<file path="src/rtl/riscboy_uart_tx.sv">
// rtl/riscboy_uart_tx.sv - 8N1 UART transmitter with TX FIFO and integer+fractional baud divider
// Optional flow control: define UART_TX_CTS_EN to add the synchronised cts_n input.
module riscboy_uart_tx #(
    parameter int FIFO_DEPTH = 8,
    parameter int DIV_INT_W  = 12,
    parameter int DIV_FRAC_W = 4
) (
    input  logic                          clk,
    input  logic                          rst_n,
    input  logic                          enable,
    input  logic [DIV_INT_W-1:0]          div_int,
    input  logic [DIV_FRAC_W-1:0]         div_frac,
    input  logic [7:0]                    wdata,
    input  logic                          wvalid,
    output logic                          wready,
    output logic [$clog2(FIFO_DEPTH):0]   level,
    output logic                          busy,
    output logic                          tx
`ifdef UART_TX_CTS_EN
    ,
    input  logic                          cts_n
`endif
);
    localparam int AW = $clog2(FIFO_DEPTH);
    localparam int LW = AW + 1;
    localparam int CW = DIV_INT_W + 1;

    typedef enum logic [1:0] {IDLE, START, DATA, STOP} state_t;

    state_t                state, state_next;
    logic [7:0]            mem [FIFO_DEPTH];
    logic [AW-1:0]         wr_ptr, rd_ptr;
    logic                  push, pop;
    logic [CW-1:0]         cnt;
    logic [CW-1:0]         div_eff;
    logic [DIV_FRAC_W-1:0] acc;
    logic [DIV_FRAC_W:0]   frac_sum;
    logic [7:0]            shreg;
    logic [2:0]            bit_idx;
    logic                  clear_to_send, can_pop, bit_end;
    logic                  load, shift, acc_clr, tx_next;

    assign wready = (level != LW'(FIFO_DEPTH));
    assign push   = wvalid && wready;
    assign busy   = (state != IDLE) || (level != '0);

    always_ff @(posedge clk) begin
        if (push) begin
            mem[wr_ptr] <= wdata;
        end
    end

    always_ff @(posedge clk or negedge rst_n) begin
        if (!rst_n) begin
            wr_ptr <= '0;
            rd_ptr <= '0;
            level  <= '0;
        end else begin
            if (push) wr_ptr <= wr_ptr + AW'(1);
            if (pop)  rd_ptr <= rd_ptr + AW'(1);
            if (push && !pop) begin
                level <= level + LW'(1);
            end else if (pop && !push) begin
                level <= level - LW'(1);
            end
        end
    end

`ifdef UART_TX_CTS_EN
    logic [1:0] cts_sync;
    always_ff @(posedge clk or negedge rst_n) begin
        if (!rst_n) begin
            cts_sync <= 2'b11;
        end else begin
            cts_sync <= {cts_sync[0], cts_n};
        end
    end
    assign clear_to_send = !cts_sync[1];
`else
    assign clear_to_send = 1'b1;
`endif

    assign can_pop  = (level != '0) && enable && clear_to_send;
    assign bit_end  = (cnt == CW'(1));
    // The fractional accumulator's carry stretches a bit by one cycle.
    assign frac_sum = {1'b0, acc} + {1'b0, div_frac};
    assign div_eff  = (div_int == '0) ? CW'(1) : {1'b0, div_int};

    always_ff @(posedge clk or negedge rst_n) begin
        if (!rst_n) begin
            state <= IDLE;
        end else begin
            state <= state_next;
        end
    end

    always_comb begin
        state_next = state;
        pop        = 1'b0;
        load       = 1'b0;
        shift      = 1'b0;
        acc_clr    = 1'b0;
        case (state)
            IDLE: begin
                if (can_pop) begin
                    pop        = 1'b1;
                    load       = 1'b1;
                    state_next = START;
                end
            end
            START: begin
                if (bit_end) begin
                    load       = 1'b1;
                    state_next = DATA;
                end
            end
            DATA: begin
                if (bit_end) begin
                    load  = 1'b1;
                    shift = 1'b1;
                    if (bit_idx == 3'd7) state_next = STOP;
                end
            end
            STOP: begin
                if (bit_end) begin
                    if (can_pop) begin
                        pop        = 1'b1;
                        load       = 1'b1;
                        state_next = START;
                    end else begin
                        acc_clr    = 1'b1;
                        state_next = IDLE;
                    end
                end
            end
            default: state_next = IDLE;
        endcase
    end

    always_comb begin
        tx_next = 1'b1;
        case (state)
            START:   tx_next = 1'b0;
            DATA:    tx_next = shreg[0];
            default: tx_next = 1'b1;
        endcase
    end

    always_ff @(posedge clk or negedge rst_n) begin
        if (!rst_n) begin
            cnt     <= '0;
            acc     <= '0;
            shreg   <= '0;
            bit_idx <= '0;
            tx      <= 1'b1;
        end else begin
            if (load) begin
                cnt <= div_eff + CW'(frac_sum[DIV_FRAC_W]);
                acc <= frac_sum[DIV_FRAC_W-1:0];
            end else if (cnt != '0) begin
                cnt <= cnt - CW'(1);
            end
            if (acc_clr) acc <= '0;
            if (pop) begin
                shreg <= mem[rd_ptr];
            end else if (shift) begin
                shreg <= {1'b0, shreg[7:1]};
            end
            if (state == START) begin
                bit_idx <= '0;
            end else if (shift) begin
                bit_idx <= bit_idx + 3'd1;
            end
            // Line is registered from the current state, so it trails the FSM by one cycle.
            tx <= tx_next;
        end
    end
endmodule

</file>
<file path="config.mk">
export PLATFORM = sky130hd
export DESIGN_NAME = riscboy_uart_tx
export DESIGN_NICKNAME = d
export VERILOG_FILES = /design/src/rtl/riscboy_uart_tx.sv
export SDC_FILE = /design/constraint.sdc
export NUM_CORES = 1
export LEC_CHECK = 0
export BUFFER_PORTS_ARGS = -buffer_cell sky130_fd_sc_hd__buf_4
export CAP_MARGIN = 15
export CORE_MARGIN = 2
export CORE_UTILIZATION = 55
export CTS_BUF_LIST = sky130_fd_sc_hd__clkbuf_4
export DETAILED_ROUTE_END_ITERATION = 7
export GPL_TIMING_DRIVEN = 0
export PLACE_DENSITY = 0.74
export SYNTH_ARGS = -nofsm -noshare
export SYNTH_HDL_FRONTEND = slang
export SYNTH_SLANG_ARGS = --single-unit
</file>
<file path="constraint.sdc">
create_clock -name clk -period 3.6 [get_ports clk]
set_input_delay 0 -clock clk [delete_from_list [all_inputs] [get_ports clk]]
set_output_delay 0 -clock clk [all_outputs]
set_load 0.02 [all_outputs]
</file>
== Word-level counts from Yosys, hierarchy flattened ==
Memories as Yosys holds them, arrays and structs flattened.
Index checks and enable logic that the tools add are counted.
W data, S select, Z words.

* Flip-flop bits (word level): 41
* Memory bits (writable): 64
* Bits of input ports: 28
* Output and inout bits: 7
* Memories: 1

{| class="wikitable"
|+ Memory list
! name !! words !! width !! read ports !! clocked after memory_dff !! wr ports !! line !! text
|-
| mem || 8 || 8 || 1 || 0 || 1 || 31 || <nowiki>logic [7:0] mem [FIFO_DEPTH];</nowiki>
|}

* Add/subtract/negate cells: 8
* Equality and inequality tests: 11
* Muxes and demuxes: 30
* Reduce and logical (&&, ||, !) cells: 19

{| class="wikitable"
|+ Operators by type and width
! cell !! number
|-
| $mux W13 || 2
|-
| $mux W4 || 4
|-
| $mux W8 || 2
|-
| $add A12 B1 Y13 || 1
|-
| $eq A13 B1 Y1 const B || 1
|-
| $reduce_bool A13 Y1 || 1
|-
| $sub A13 B1 Y13 const B || 1
|-
| $logic_not A12 Y1 || 1
|-
| $mux W12 || 1
|-
| $reduce_bool A2 Y1 || 6
|-
| $mux W1 || 10
|-
| $mux W2 || 5
|-
| $ne A2 B2 Y1 const B || 5
|-
| $add A3 B1 Y3 const B || 3
|-
| $pmux W2 S4 || 1
|-
| $mux W3 || 2
|-
| $add A4 B4 Y5 || 1
|-
| $reduce_and A5 Y1 || 1
|-
| $add A4 B1 Y4 const B || 1
|-
| $eq A2 B2 Y1 const B || 2
|-
| $logic_and A1 B1 Y1 || 4
|-
| $ne A4 B4 Y1 const B || 1
|-
| $pmux W1 S2 || 2
|-
| $reduce_bool A4 Y1 || 1
|-
| 8 further kinds || 9
|}

== Longest topological paths before layout ==
* Depth after elaboration: 8
* Mapped depth: 13
* Depth with buffers taken out: 12

== Least setup slack after synthesis ==
No wires, ideal clock.

* Path type: register -> register
* Start point: register level[3]
* End point: register level[3]
* Setup time: 81 ps
* Arrival: 2676 ps
* Path slack: 843 ps
* Stages on the path, launching flop included: 13
* Buffers on the path: 2
* Period minus slack after synthesis: 2757 ps
* Cell sequence: dfrtp_1 o41a_1 clkbuf_1 nand2_1 a21o_1 buf_6 ha_1 inv_1 ha_1 a21o_1 a21oi_1 mux2i_1 xnor2_1

* Word-level cells in the longest chain between the ends: 8
* Elaborated cells between the ends (all ways): 16
* Classes of those cells: 2 x add/sub; 1 x eq/ne; 5 x mux; 8 x reduce/logical

{| class="wikitable"
|+ RTL lines
! what !! line !! text
|-
| start: declaration || 16 || <nowiki>output logic [$clog2(FIFO_DEPTH):0] level,</nowiki>
|-
| start signal: assignment || 62 || <nowiki>level <= level + LW'(1);</nowiki>
|-
| start signal: assignment || 64 || <nowiki>level <= level - LW'(1);</nowiki>
|-
| $reduce_bool A4 Y1 || 83 || <nowiki>assign can_pop = (level != '0) && enable && clear_to_send;</nowiki>
|-
| $logic_and A1 B1 Y1 || 83 ||
|-
| $mux W1 || 105, 126 ||
|-
| $mux W1 || 125 || <nowiki>if (bit_end) begin</nowiki>
|-
| $pmux W1 S2 || 103 || <nowiki>case (state)</nowiki>
|-
| $logic_not A1 Y1 || 61 || <nowiki>if (push && !pop) begin</nowiki>
|-
| $logic_and A1 B1 Y1 || 61 ||
|-
| $mux W4 / $reduce_bool A2 Y1 (equally long branches) || - ||
|}

Several ways; a longest one is shown, not always the timed one. The select of a mux whose other input is x is not followed.
A chain may end at the register's enable or synchronous reset.

== Final worst setup path ==
* Start point: register cnt[4]
* End point: register level[3]

* Word-level cells in the longest chain between the ends: 6
* Elaborated cells between the ends (all ways): 8
* Classes of those cells: 1 x eq/ne; 3 x mux; 4 x reduce/logical

{| class="wikitable"
|+ RTL lines
! what !! line !! text
|-
| start: declaration || 34 || <nowiki>logic [CW-1:0] cnt;</nowiki>
|-
| start signal: assignment || 158 || <nowiki>cnt <= div_eff + CW'(frac_sum[DIV_FRAC_W]);</nowiki>
|-
| start signal: assignment || 161 || <nowiki>cnt <= cnt - CW'(1);</nowiki>
|-
| $eq A13 B1 Y1 * || 84 || <nowiki>assign bit_end = (cnt == CW'(1));</nowiki>
|-
| $mux W1 * || 125 ||
|-
| $pmux W1 S2 * || 103 ||
|-
| $logic_not A1 Y1 || 61 ||
|-
| $logic_and A1 B1 Y1 || 61 ||
|-
| $mux W4 / $reduce_bool A2 Y1 (equally long branches) || - ||
|}

Every way passes the cells marked *; elsewhere a longest branch is shown, timed or not.

==> impl_metrics.ini <==
[outcome]
status = finished, final reports clean

[routing]
ant_nets = 0
wl_per_cell_um = 18.4
drt-total-wl_mm = 10.2
dr_total_vias = 3245
first_pass_iters = 4
drt-initial-drc-count = 137
viasPerCell = 5.89
drcViolationCount = 0

[global_routing]
grt_pass1_wl_mm = 16.5
grt_max_degree = 42
overflow = 0
grt_pass1_vias = 3293
grt.total_usage_pct = 21.3
antenna_found_initial = 0

[setup_path]
critPathMaxFanout = 10
slowest_delay_ns = 0.41
r2r_start = cnt[4]
end_kind = register
critPathKind = register to register
critPathBufInv = 3
reg2regPathDepth = 12
r2r_end = level[3]
crit_chain = buf_4, nor4_4, nand4_1, a21o_1, buf_6, ha_1, inv_1, ha_1, a21o_1, a21oi_1, mux2i_1, xnor2_1
crit_path_start_kind = register
arrival_ns = 3.58
path_delay_family = simple AND/OR/NAND/NOR gates
worst-r2r-setup-slack_ns = 0.40
required_ns = 3.98
slowest_stage = nand4_1
critPathLaunch = cnt[4]

[cells_and_area]
stdcell_count = 551
fin_nets = 486
antenna_cells = 0
fin_util_pct = 65.3
syn2layout_area_growth_pct = 15.8
drive_gt1_share_pct = 21.4

[clock_tree]
cts-root-buf = clkbuf_4
clkLatencyLatePin_ns = 0.46
cts_buffer_depth = 2
postCtsSetupRepairBufs = 0
htreeDepth = 3
clk_pin_slew_ns = 0.18
cts_tree = built
cts_sinks = 105
cts_inserted_buffers = 9
cts-resized-gates = 0

[synthesis]
synthTopCellsByArea = edfxtp_1 37%, dfrtp_1 19%, mux2i_1 8.9%
ys_warn_count = 0
synth_nets = 413
synth.most_common_cell = edfxtp_1
synthesis.area_sq_um = 5190
synth-edff-count = 64
synth_commonest_cells = 64 x edfxtp_1, 46 x mux2i_1, 40 x dfrtp_1
synth_seq_area_share_pct = 56.8
ys_async_sr_fraction_pct = 39.0
syn_inst = 362
ys_types = 54
synth_top_cell_area_share_pct = 37.0
yosys.area.top_type = edfxtp_1
avgSynthCellArea_sq_um = 14.3
synthFlopType = edfxtp_1
ys_ff_latch = 105

[timing]
max_freq_ghz = 0.313
fin_ws_ns = 0.404
setup_viol = 0
period_share_pct = 88.8
whs_ns = 0.0196
slew-limit-headroom_pct = 35.3
rsz0062_at_grt = false
fin_crit_ns = 3.20
finClkSkew_ns = 0.0197
fin_tns_setup_ns = 0
slew_violations = 0
hold_violations = 0
worst_pin_slew_ns = 0.966

[floorplan]
io_pins = 35
dieArea_sq_um = 10200
rows = 35
start_util_pct = 56.4
die_w_um = 101
die_h_um = 101
core_area_sq_um = 9200

[run]
maxCapViolCount = 0

[placement]
io_buffers = 34
gp_congestion = 0.817
place_hpwl_mm = 7.02
placed_cells = 512
pre_cts_ws_ns = 0.479

[min_path]
holdPathEnd = cnt[1]
hp-start = div_int[1]
hold_class = primary input to register
hold_path_depth = 4

[power]
sequentialPowerShare_pct = 54.8
switching_share_pct = 33.8
power_switching_mw = 1.04
power_frac_comb_pct = 25.4
power.density_nw_per_um2 = 511
p_clk_share_pct = 19.8
power.internal_mw = 2.03
leakage_nw = 2.36
peakVddDrop_mv = 0.385
==> logic make-up (layout without fill, tap and decap cells) <==
family	Yosys count	in the layout	share of synthesized area (%)
buffers and inverters	24	102	2.34
adders and majority gates	23	23	5.84
DFF	105	105	56.8
xor gates and xnor gates	22	22	3.71
muxes	67	67	16.9
AOI/OAI and AO/OA	41	41	5.57
and+or+nand+nor	80	80	8.80
==> repair_timing <==
item,CTS,global route
endpoints found under the setup margin,0,0
hold buffers,23,0
hold endpoints to repair,117,0
==> worst max-delay path by stage <==
stage | endpoint | slack [ns] | cells past startpoint
after floorplan | level[3] | 0.84 | 12
after global placement | level[3] | 0.47 | 12
after detailed placement | level[3] | 0.48 | 12
after CTS | level[3] | 0.42 | 12
after global routing | level[3] | 0.23 | 12
final | level[3] | 0.40 | 12
==> layout by cell type (no fill, tap or decap), types with 4 or more instances in the layout <==
master	synthesis	final
nor4_1	5	4
mux4_2	16	16
nand2_1	17	17
nand4_1	5	5
nor2_1	13	13
a21oi_1	8	8
xnor2_1	12	12
ha_1	21	21
buf_2	4	4
buf_4	1	40
a21o_1	4	4
dlygate4sd3_1	0	23
mux2_2	4	4
inv_1	11	11
nor3_1	12	12
o21ai_0	10	10
nand3_1	8	8
edfxtp_1	64	64
mux2i_1	46	46
xor2_1	10	10
dfrtp_1	40	40
clkbuf_4	0	9
==> flip-flops by register name, indices dropped and copies added, names as in the netlist <==
| register | count |
|---|---|
| shreg | 8 |
| level | 4 |
| state | 2 |
| bit_idx | 3 |
| mem | 64 |
| wr_ptr | 3 |
| acc | 4 |
| cnt | 13 |
| tx | 1 |
| rd_ptr | 3 |
==> tightest hold or removal path: cells and delay by family <==
kind / cells / cell delay (ns)
mux: 1 / 0.14
buf+inv: 2 / 0.19
fa+ha+maj: 1 / 0.13
==> power by group through the flow <==
stage / registers, mW / clock network (mW) / logic, mW
final: 1.68 / 0.607 / 0.780
after global routing: 1.71 / 0.666 / 0.862
after CTS: 1.68 / 0.618 / 0.783
after detailed placement: 1.71 / 0 / 0.759
after global placement: 1.69 / 0 / 0.719
after floorplan: 1.69 / 0 / 0.502
==> area by class of cell <==
| cell class | instances | area, sq um |
|---|---|---|
| clock buffers | 9 | 67.6 |
| inverters | 11 | 41.3 |
| repair buffers | 62 | 523 |
| well taps | 111 | 139 |
| multi-input cells | 233 | 2120 |
| plain buffers | 13 | 80.1 |
| flip-flops and latches | 105 | 2950 |
| fillers | 693 | 3190 |
| clock inverters | 7 | 82.6 |
==> layer usage <==
metal / part of all wire, % / vias up / GRT usage [%] / routed length (um)
met4: 2.3 / 0 / 8.21 / 238
met3: 2.9 / 24 / 3.04 / 291
met1: 46 / 1617 / 29.8 / 4690
li1: - / 1535 / - / -
met2: 49 / 69 / 34.3 / 4940
met5: 0 / - / 0 / 0
==> per-stage QoR <==
step / instance area (sq um) / power, mW
detailed placement: 5630 / 2.47
CTS: 6010 / 3.08
global placement: 5580 / 2.41
floorplan: 5190 / 2.19
finish: 6010 / 3.07
global route: 6010 / 3.24
Note: power is estimated with default switching activity, not from simulation.
